File: src/rtl/delay_pkg.sv
// Shared types and helpers for the run-time programmable sample delay line.
package delay_pkg;

  typedef enum logic [1:0] {
    IDLE  = 2'd0,
    FLUSH = 2'd1,
    FILL  = 2'd2,
    RUN   = 2'd3
  } state_e;

  typedef enum logic [1:0] {
    SEL_ZERO = 2'd0,
    SEL_PASS = 2'd1,
    SEL_RAM  = 2'd2
  } out_sel_e;

  localparam logic [63:0] ZERO_FILL = 64'd0;

  function automatic int delay_width(input int max_delay);
    return $clog2(max_delay + 1);
  endfunction

  function automatic int addr_width(input int depth);
    return (depth > 1) ? $clog2(depth) : 1;
  endfunction

endpackage

File: src/rtl/delay_line_ctrl_chk.sv
// Protocol checker for delay_line_ctrl, present only with DELAY_LINE_CFG_CHECK_EN.
`ifdef DELAY_LINE_CFG_CHECK_EN
module delay_line_ctrl_chk (
  input logic clk,
  input logic rst,
  input logic in_valid,
  input logic in_ready
);

  a_no_valid_while_not_ready: assert property (
    @(posedge clk) disable iff (rst) !(in_valid && !in_ready)
  );

endmodule
`endif

File: src/rtl/delay_ram.sv
// Simple dual-port sample buffer: registered, read-before-write read port.
module delay_ram #(
  parameter int WIDTH = 16,
  parameter int DEPTH = 64,
  parameter int AW    = 6
) (
  input  logic             clk,
  input  logic             we,
  input  logic [AW-1:0]    waddr,
  input  logic [WIDTH-1:0] wdata,
  input  logic             re,
  input  logic [AW-1:0]    raddr,
  output logic [WIDTH-1:0] rdata
);

  logic [WIDTH-1:0] mem_r [DEPTH];
  logic [WIDTH-1:0] rdata_r;

  // Read and write on the same edge; the read sees the entry before this write
  always_ff @(posedge clk) begin
    if (re) begin
      rdata_r <= mem_r[raddr];
    end
    if (we) begin
      mem_r[waddr] <= wdata;
    end
  end

  assign rdata = rdata_r;

endmodule

File: src/rtl/delay_line_ctrl.sv
// Run-time programmable sample-counted delay line with fill/flush sequencing.
// Optional DELAY_LINE_CFG_CHECK_EN adds the sticky cfg_err port and a protocol checker.
module delay_line_ctrl
  import delay_pkg::*;
#(
  parameter  int WIDTH     = 16,
  parameter  int MAX_DELAY = 64,
  localparam int DW        = delay_width(MAX_DELAY)
) (
  input  logic                    clk,
  input  logic                    rst,
  input  logic [DW-1:0]           cfg_delay,
  input  logic                    cfg_load,
  output logic                    cfg_busy,
  input  logic                    in_valid,
  output logic                    in_ready,
  input  logic signed [WIDTH-1:0] in_data,
  output logic                    out_valid,
  output logic signed [WIDTH-1:0] out_data,
  output logic [DW-1:0]           fill_count
`ifdef DELAY_LINE_CFG_CHECK_EN
  ,
  output logic                    cfg_err
`endif
);

  localparam int AW = addr_width(MAX_DELAY);

  state_e                   state_r, state_n;
  out_sel_e                 out_sel_r;
  logic [DW-1:0]            d_r;
  logic [DW-1:0]            d_load_s;
  logic [DW-1:0]            fill_count_r;
  logic [DW-1:0]            fill_inc_s;
  logic [AW-1:0]            wr_ptr_r;
  logic [AW-1:0]            wr_next_s;
  logic [AW-1:0]            rd_ptr_s;
  logic [DW:0]              wr_ext_s;
  logic [DW:0]              d_ext_s;
  logic [DW:0]              rd_ext_s;
  logic                     accept_s;
  logic                     ram_we_s;
  logic                     ram_re_s;
  logic [WIDTH-1:0]         ram_rdata_s;
  logic signed [WIDTH-1:0]  pass_data_r;
  logic signed [WIDTH-1:0]  out_data_s;
  logic                     out_valid_r;
  logic                     cfg_busy_r;
  logic                     in_ready_r;

  assign accept_s   = in_valid && in_ready_r;
  assign fill_inc_s = fill_count_r + {{(DW-1){1'b0}}, 1'b1};
  assign ram_we_s   = accept_s && ((state_r == FILL) || (state_r == RUN));
  assign ram_re_s   = accept_s && (state_r == RUN);

  // Config clamp and pointer arithmetic; the read address never underflows
  always_comb begin
    d_load_s  = cfg_delay;
    wr_next_s = wr_ptr_r + {{(AW-1){1'b0}}, 1'b1};
    wr_ext_s  = (DW+1)'(wr_ptr_r);
    d_ext_s   = {1'b0, d_r};
    rd_ext_s  = '0;
    if (cfg_delay > DW'(MAX_DELAY)) begin
      d_load_s = DW'(MAX_DELAY);
    end else begin
      d_load_s = cfg_delay;
    end
    if (wr_ptr_r == AW'(MAX_DELAY - 1)) begin
      wr_next_s = '0;
    end else begin
      wr_next_s = wr_ptr_r + {{(AW-1){1'b0}}, 1'b1};
    end
    if (wr_ext_s >= d_ext_s) begin
      rd_ext_s = wr_ext_s - d_ext_s;
    end else begin
      rd_ext_s = wr_ext_s + (DW+1)'(MAX_DELAY) - d_ext_s;
    end
    rd_ptr_s = AW'(rd_ext_s);
  end

  // State register
  always_ff @(posedge clk or posedge rst) begin
    if (rst) begin
      state_r <= IDLE;
    end else begin
      state_r <= state_n;
    end
  end

  // Next-state logic; a load preempts every state, including FLUSH itself
  always_comb begin
    state_n = state_r;
    if (cfg_load) begin
      state_n = FLUSH;
    end else begin
      case (state_r)
        IDLE: state_n = IDLE;
        FLUSH: begin
          if (d_r != '0) begin
            state_n = FILL;
          end else begin
            state_n = IDLE;
          end
        end
        FILL: begin
          if (accept_s && (fill_inc_s == d_r)) begin
            state_n = RUN;
          end else begin
            state_n = FILL;
          end
        end
        RUN:     state_n = RUN;
        default: state_n = IDLE;
      endcase
    end
  end

  // Pointers, fill counter, active delay and output source registers
  always_ff @(posedge clk or posedge rst) begin
    if (rst) begin
      d_r          <= '0;
      wr_ptr_r     <= '0;
      fill_count_r <= '0;
      out_sel_r    <= SEL_ZERO;
      pass_data_r  <= '0;
      out_valid_r  <= 1'b0;
      cfg_busy_r   <= 1'b0;
      in_ready_r   <= 1'b1;
    end else begin
      out_valid_r <= accept_s;
      cfg_busy_r  <= (state_n == FLUSH) || (state_n == FILL);
      in_ready_r  <= (state_n != FLUSH);
      if (accept_s) begin
        case (state_r)
          IDLE: begin
            pass_data_r <= in_data;
            out_sel_r   <= SEL_PASS;
          end
          FILL: begin
            out_sel_r    <= SEL_ZERO;
            wr_ptr_r     <= wr_next_s;
            fill_count_r <= fill_inc_s;
          end
          RUN: begin
            out_sel_r <= SEL_RAM;
            wr_ptr_r  <= wr_next_s;
          end
          default: out_sel_r <= SEL_ZERO;
        endcase
      end
      if (state_r == FLUSH) begin
        wr_ptr_r     <= '0;
        fill_count_r <= '0;
      end
      if (cfg_load) begin
        d_r <= d_load_s;
      end
    end
  end

  delay_ram #(
    .WIDTH (WIDTH),
    .DEPTH (MAX_DELAY),
    .AW    (AW)
  ) u_ram (
    .clk   (clk),
    .we    (ram_we_s),
    .waddr (wr_ptr_r),
    .wdata (in_data),
    .re    (ram_re_s),
    .raddr (rd_ptr_s),
    .rdata (ram_rdata_s)
  );

  // Output mux over registered sources only; reset forces the zero source
  always_comb begin
    out_data_s = WIDTH'(ZERO_FILL);
    case (out_sel_r)
      SEL_PASS: out_data_s = pass_data_r;
      SEL_RAM:  out_data_s = ram_rdata_s;
      SEL_ZERO: out_data_s = WIDTH'(ZERO_FILL);
      default:  out_data_s = WIDTH'(ZERO_FILL);
    endcase
  end

  assign out_data   = out_data_s;
  assign out_valid  = out_valid_r;
  assign cfg_busy   = cfg_busy_r;
  assign in_ready   = in_ready_r;
  assign fill_count = fill_count_r;

`ifdef DELAY_LINE_CFG_CHECK_EN
  logic cfg_err_r;

  // Sticky out-of-range flag, cleared by the next legal load
  always_ff @(posedge clk or posedge rst) begin
    if (rst) begin
      cfg_err_r <= 1'b0;
    end else if (cfg_load) begin
      cfg_err_r <= (cfg_delay > DW'(MAX_DELAY));
    end else begin
      cfg_err_r <= cfg_err_r;
    end
  end

  assign cfg_err = cfg_err_r;

  delay_line_ctrl_chk u_chk (
    .clk      (clk),
    .rst      (rst),
    .in_valid (in_valid),
    .in_ready (in_ready_r)
  );
`endif

endmodule

File: config.mk
export PLATFORM = sky130hd
export DESIGN_NAME = delay_line_ctrl
export DESIGN_NICKNAME = d
export VERILOG_FILES = /design/src/rtl/delay_pkg.sv /design/src/rtl/delay_line_ctrl_chk.sv /design/src/rtl/delay_ram.sv /design/src/rtl/delay_line_ctrl.sv
export SDC_FILE = /design/constraint.sdc
export NUM_CORES = 1
export LEC_CHECK = 0
export CORE_MARGIN = 10
export CORE_UTILIZATION = 45
export DETAILED_ROUTE_END_ITERATION = 12
export SYNTH_ARGS = -nofsm -noshare
export SYNTH_HDL_FRONTEND = slang
export SYNTH_SLANG_ARGS = --single-unit
export TNS_END_PERCENT = 10
File: constraint.sdc
create_clock -name clk -period 5.1 [get_ports clk]
set_input_delay 0.765 -clock clk [delete_from_list [all_inputs] [get_ports clk]]
set_output_delay 0.765 -clock clk [all_outputs]
set_load 0.02 [all_outputs]
==> impl_metrics.env <==
export IMPL_yosysWarnings=0
export IMPL_die_x_microns=328
export IMPL_grt_max_degree=81
export IMPL_grt_pass1_vias=21700
export IMPL_top_layer="met4"
export IMPL_start_kind="flop"
export IMPL_register_area_sq_mm=0.0323
export IMPL_finalSetupViolCount=0
export IMPL_min_from="pass_data_r[10]"
export IMPL_worstSetupPathType="flop to flop"
export IMPL_p_per_area_mw_per_mm2=529
export IMPL_rsz0062_at_grt="no"
export IMPL_insertion_delay_ps=670
export IMPL_reg2regPathDepth=12
export IMPL_htreeDepth=3
export IMPL_synthCells=2150
export IMPL_multiInputGateArea_sq_mm=0.00980
export IMPL_avgSynthCellArea_sq_um=19.9
export IMPL_core_sq_mm=0.0937
export IMPL_fillers=7321
export IMPL_clock_skew_ps=27.8
export IMPL_via_per_inst=5.86
export IMPL_design_die_area_sq_mm=0.108
export IMPL_clk_pin_slew_ps=60
export IMPL_chipHeight_microns=328
export IMPL_layout_nets=2380
export IMPL_rows=112
export IMPL_cts_root_buffer="clkbuf_16"
export IMPL_p_leak_nw=15.9
export IMPL_peakVddDrop_mv=0.424
export IMPL_cts_resized=0
export IMPL_required_ps=5470
export IMPL_max_freq_mhz=233
export IMPL_placed_cells=3481
export IMPL_tightest_slew_ps=1150
export IMPL_arrival_ps=4650
export IMPL_ys_flop_type="edfxtp_1"
export IMPL_start_util=0.456
export IMPL_synth_nets=2193
export IMPL_fin_crit_ps=4280
export IMPL_drive_above_1_share=0.247
export IMPL_fin_setup_tns_ps=0
export IMPL_cts_tree="done"
export IMPL_io_buffers=52
export IMPL_layout_common_cells="1,040 x edfxtp_1, 256 x mux4_2, 248 x nand2_1"
export IMPL_clk_path_buf_depth=3
export IMPL_reg2reg_from="wr_ptr_r[0]"
export IMPL_ctsHoldBuffers=0
export IMPL_areaGrowthSynthToFinish_pct=14.1
export IMPL_reg2reg_slack_ps=820
export IMPL_period_share=0.840
export IMPL_gr_total_overflow=0
export IMPL_synth_edf_count=1040
export IMPL_cap_viol_max_count=0
export IMPL_grt_usage=0.196
export IMPL_wl_per_cell_microns=28.9
export IMPL_rr_endpoint="u_ram.rdata[14]"
export IMPL_final_common_cell="edfxtp_1"
export IMPL_setup_slack_ps=817
export IMPL_first_pass_iters=5
export IMPL_ys_seq_area_frac=0.756
export IMPL_hold_path_class="flop to flop"
export IMPL_dr_wl_met3_mm=7.31
export IMPL_postLayoutCoreUtil=0.520
export IMPL_cts_sinks=1083
export IMPL_totalWireLength_mm=106
export IMPL_antennaDiodeCount=0
export IMPL_cp_max_fo=30
export IMPL_cts_setup_buffers=0
export IMPL_ys_async_sr_fraction=0.0397
export IMPL_ys_seq_elements=1083
export IMPL_place_ws_ps=856
export IMPL_vias=21600
export IMPL_gp_congestion=0.802
export IMPL_drtAntennaViolNets=0
export IMPL_hold_viol=0
export IMPL_relSlewSlack=0.225
export IMPL_m1WireLength_mm=46.0
export IMPL_io_pins=53
export IMPL_status="finished clean"
export IMPL_min_to="pass_data_r[10]"
export IMPL_dp_final_hpwl_mm=61.0
export IMPL_drc=0
export IMPL_final_cell_count_no_fill=3678
export IMPL_grt_antenna_before_repair=3
export IMPL_ys_types=58
export IMPL_drv_slew=0
export IMPL_hold_path_depth=1
export IMPL_numCtsBuffers=108
export IMPL_dr_wl_met2_mm=50.5
export IMPL_endpoint_kind="flop"
export IMPL_syn_area_sq_mm=0.0427
export IMPL_drt_initial_drc_count=2515
export IMPL_grt_pass1_wl_mm=155
==> cell usage after synthesis (all sizes together), types with 16 or more instances <==
cell type,n,area [sq um]
a22oi,16,120
a32oi,16,185
buf,70,424
clkbuf,48,180
dfrtp,42,1050
edfxtp,1040,31200
inv,18,67.6
mux2,17,191
mux2i,49,490
mux4,256,5770
nand2,248,931
nand3,58,290
nand3b,19,143
nor2,89,334
o21ai,56,280
o221ai,16,203
==> power breakdown <==
group	internal (mW)	total [mW]	switching (mW)
clock	4.35	7.54	3.19
sequential	9.91	10.0	0.0943
combinational	3.31	8.24	4.93
total	17.6	25.8	8.21
==> cells by family after synthesis <==
group,share of synthesized area
multiplexers,0.151
buffers and inverters,0.0158
XOR/XNOR,0.00322
adder cells (fa/ha/maj),0.00486
AND/OR/NAND/NOR,0.0451
AO/OA/AOI/OAI,0.0240
flip-flops,0.756
==> layer usage <==
layer,global-route usage,up-vias
met2,0.305,817
met3,0.0332,136
met5,0,-
met1,0.286,11600
li1,-,9051
met4,0.0505,0
==> worst max-delay path by stage <==
stage	start	endpoint	slack (ps)
after CTS	wr_ptr_r[0]	u_ram.rdata[14]	850
final	wr_ptr_r[0]	u_ram.rdata[14]	820
after floorplan	wr_ptr_r[0]	u_ram.rdata[5]	2300
after detailed placement	wr_ptr_r[0]	u_ram.rdata[14]	860
after global placement	wr_ptr_r[0]	u_ram.rdata[14]	950
after global routing	wr_ptr_r[0]	u_ram.rdata[14]	690
==> flip-flops by register name, indices dropped and copies added (netlist names) <==
| name | flops |
|---|---|
| u_ram.rdata | 16 |
| pass_data_r | 16 |
| cfg_busy | 1 |
| u_ram.mem_r | 1024 |
| d_r | 7 |
| in_ready | 1 |
| out_valid | 1 |
| out_sel_r | 2 |
| state_r | 2 |
| wr_ptr_r | 6 |
| fill_count | 7 |
==> worst max-delay path: stages, from the launching register on <==
cell	delay [ps]
dfrtp_1	440
inv_1	140
ha_4	140
inv_1	50
fa_4	1030
buf_12	270
buf_12	280
buf_4	230
mux4_2	310
mux2i_1	130
mux2i_1	100
a32oi_1	520
o221ai_1	250
==> layout make-up <==
type | instances | share of cell area
Sequential cell | 1083 | 0.662
Inverter | 19 | 0.00146
Clock buffer | 154 | 0.0605
Clock inverter | 43 | 0.00759
Timing Repair Buffer | 195 | 0.0349
Multi-Input combinational cell | 930 | 0.201
Tap cell | 1254 | 0.0322
==> through the flow <==
step	hold WS, ps	power (mW)	instance area, sq um
detailed placement	497	18.5	45500
floorplan	476	15.2	42700
CTS	496	26.0	48800
global route	508	26.8	48800
global placement	488	18.4	45500
finish	513	25.8	48800
Power figures use the tool's default switching activity.
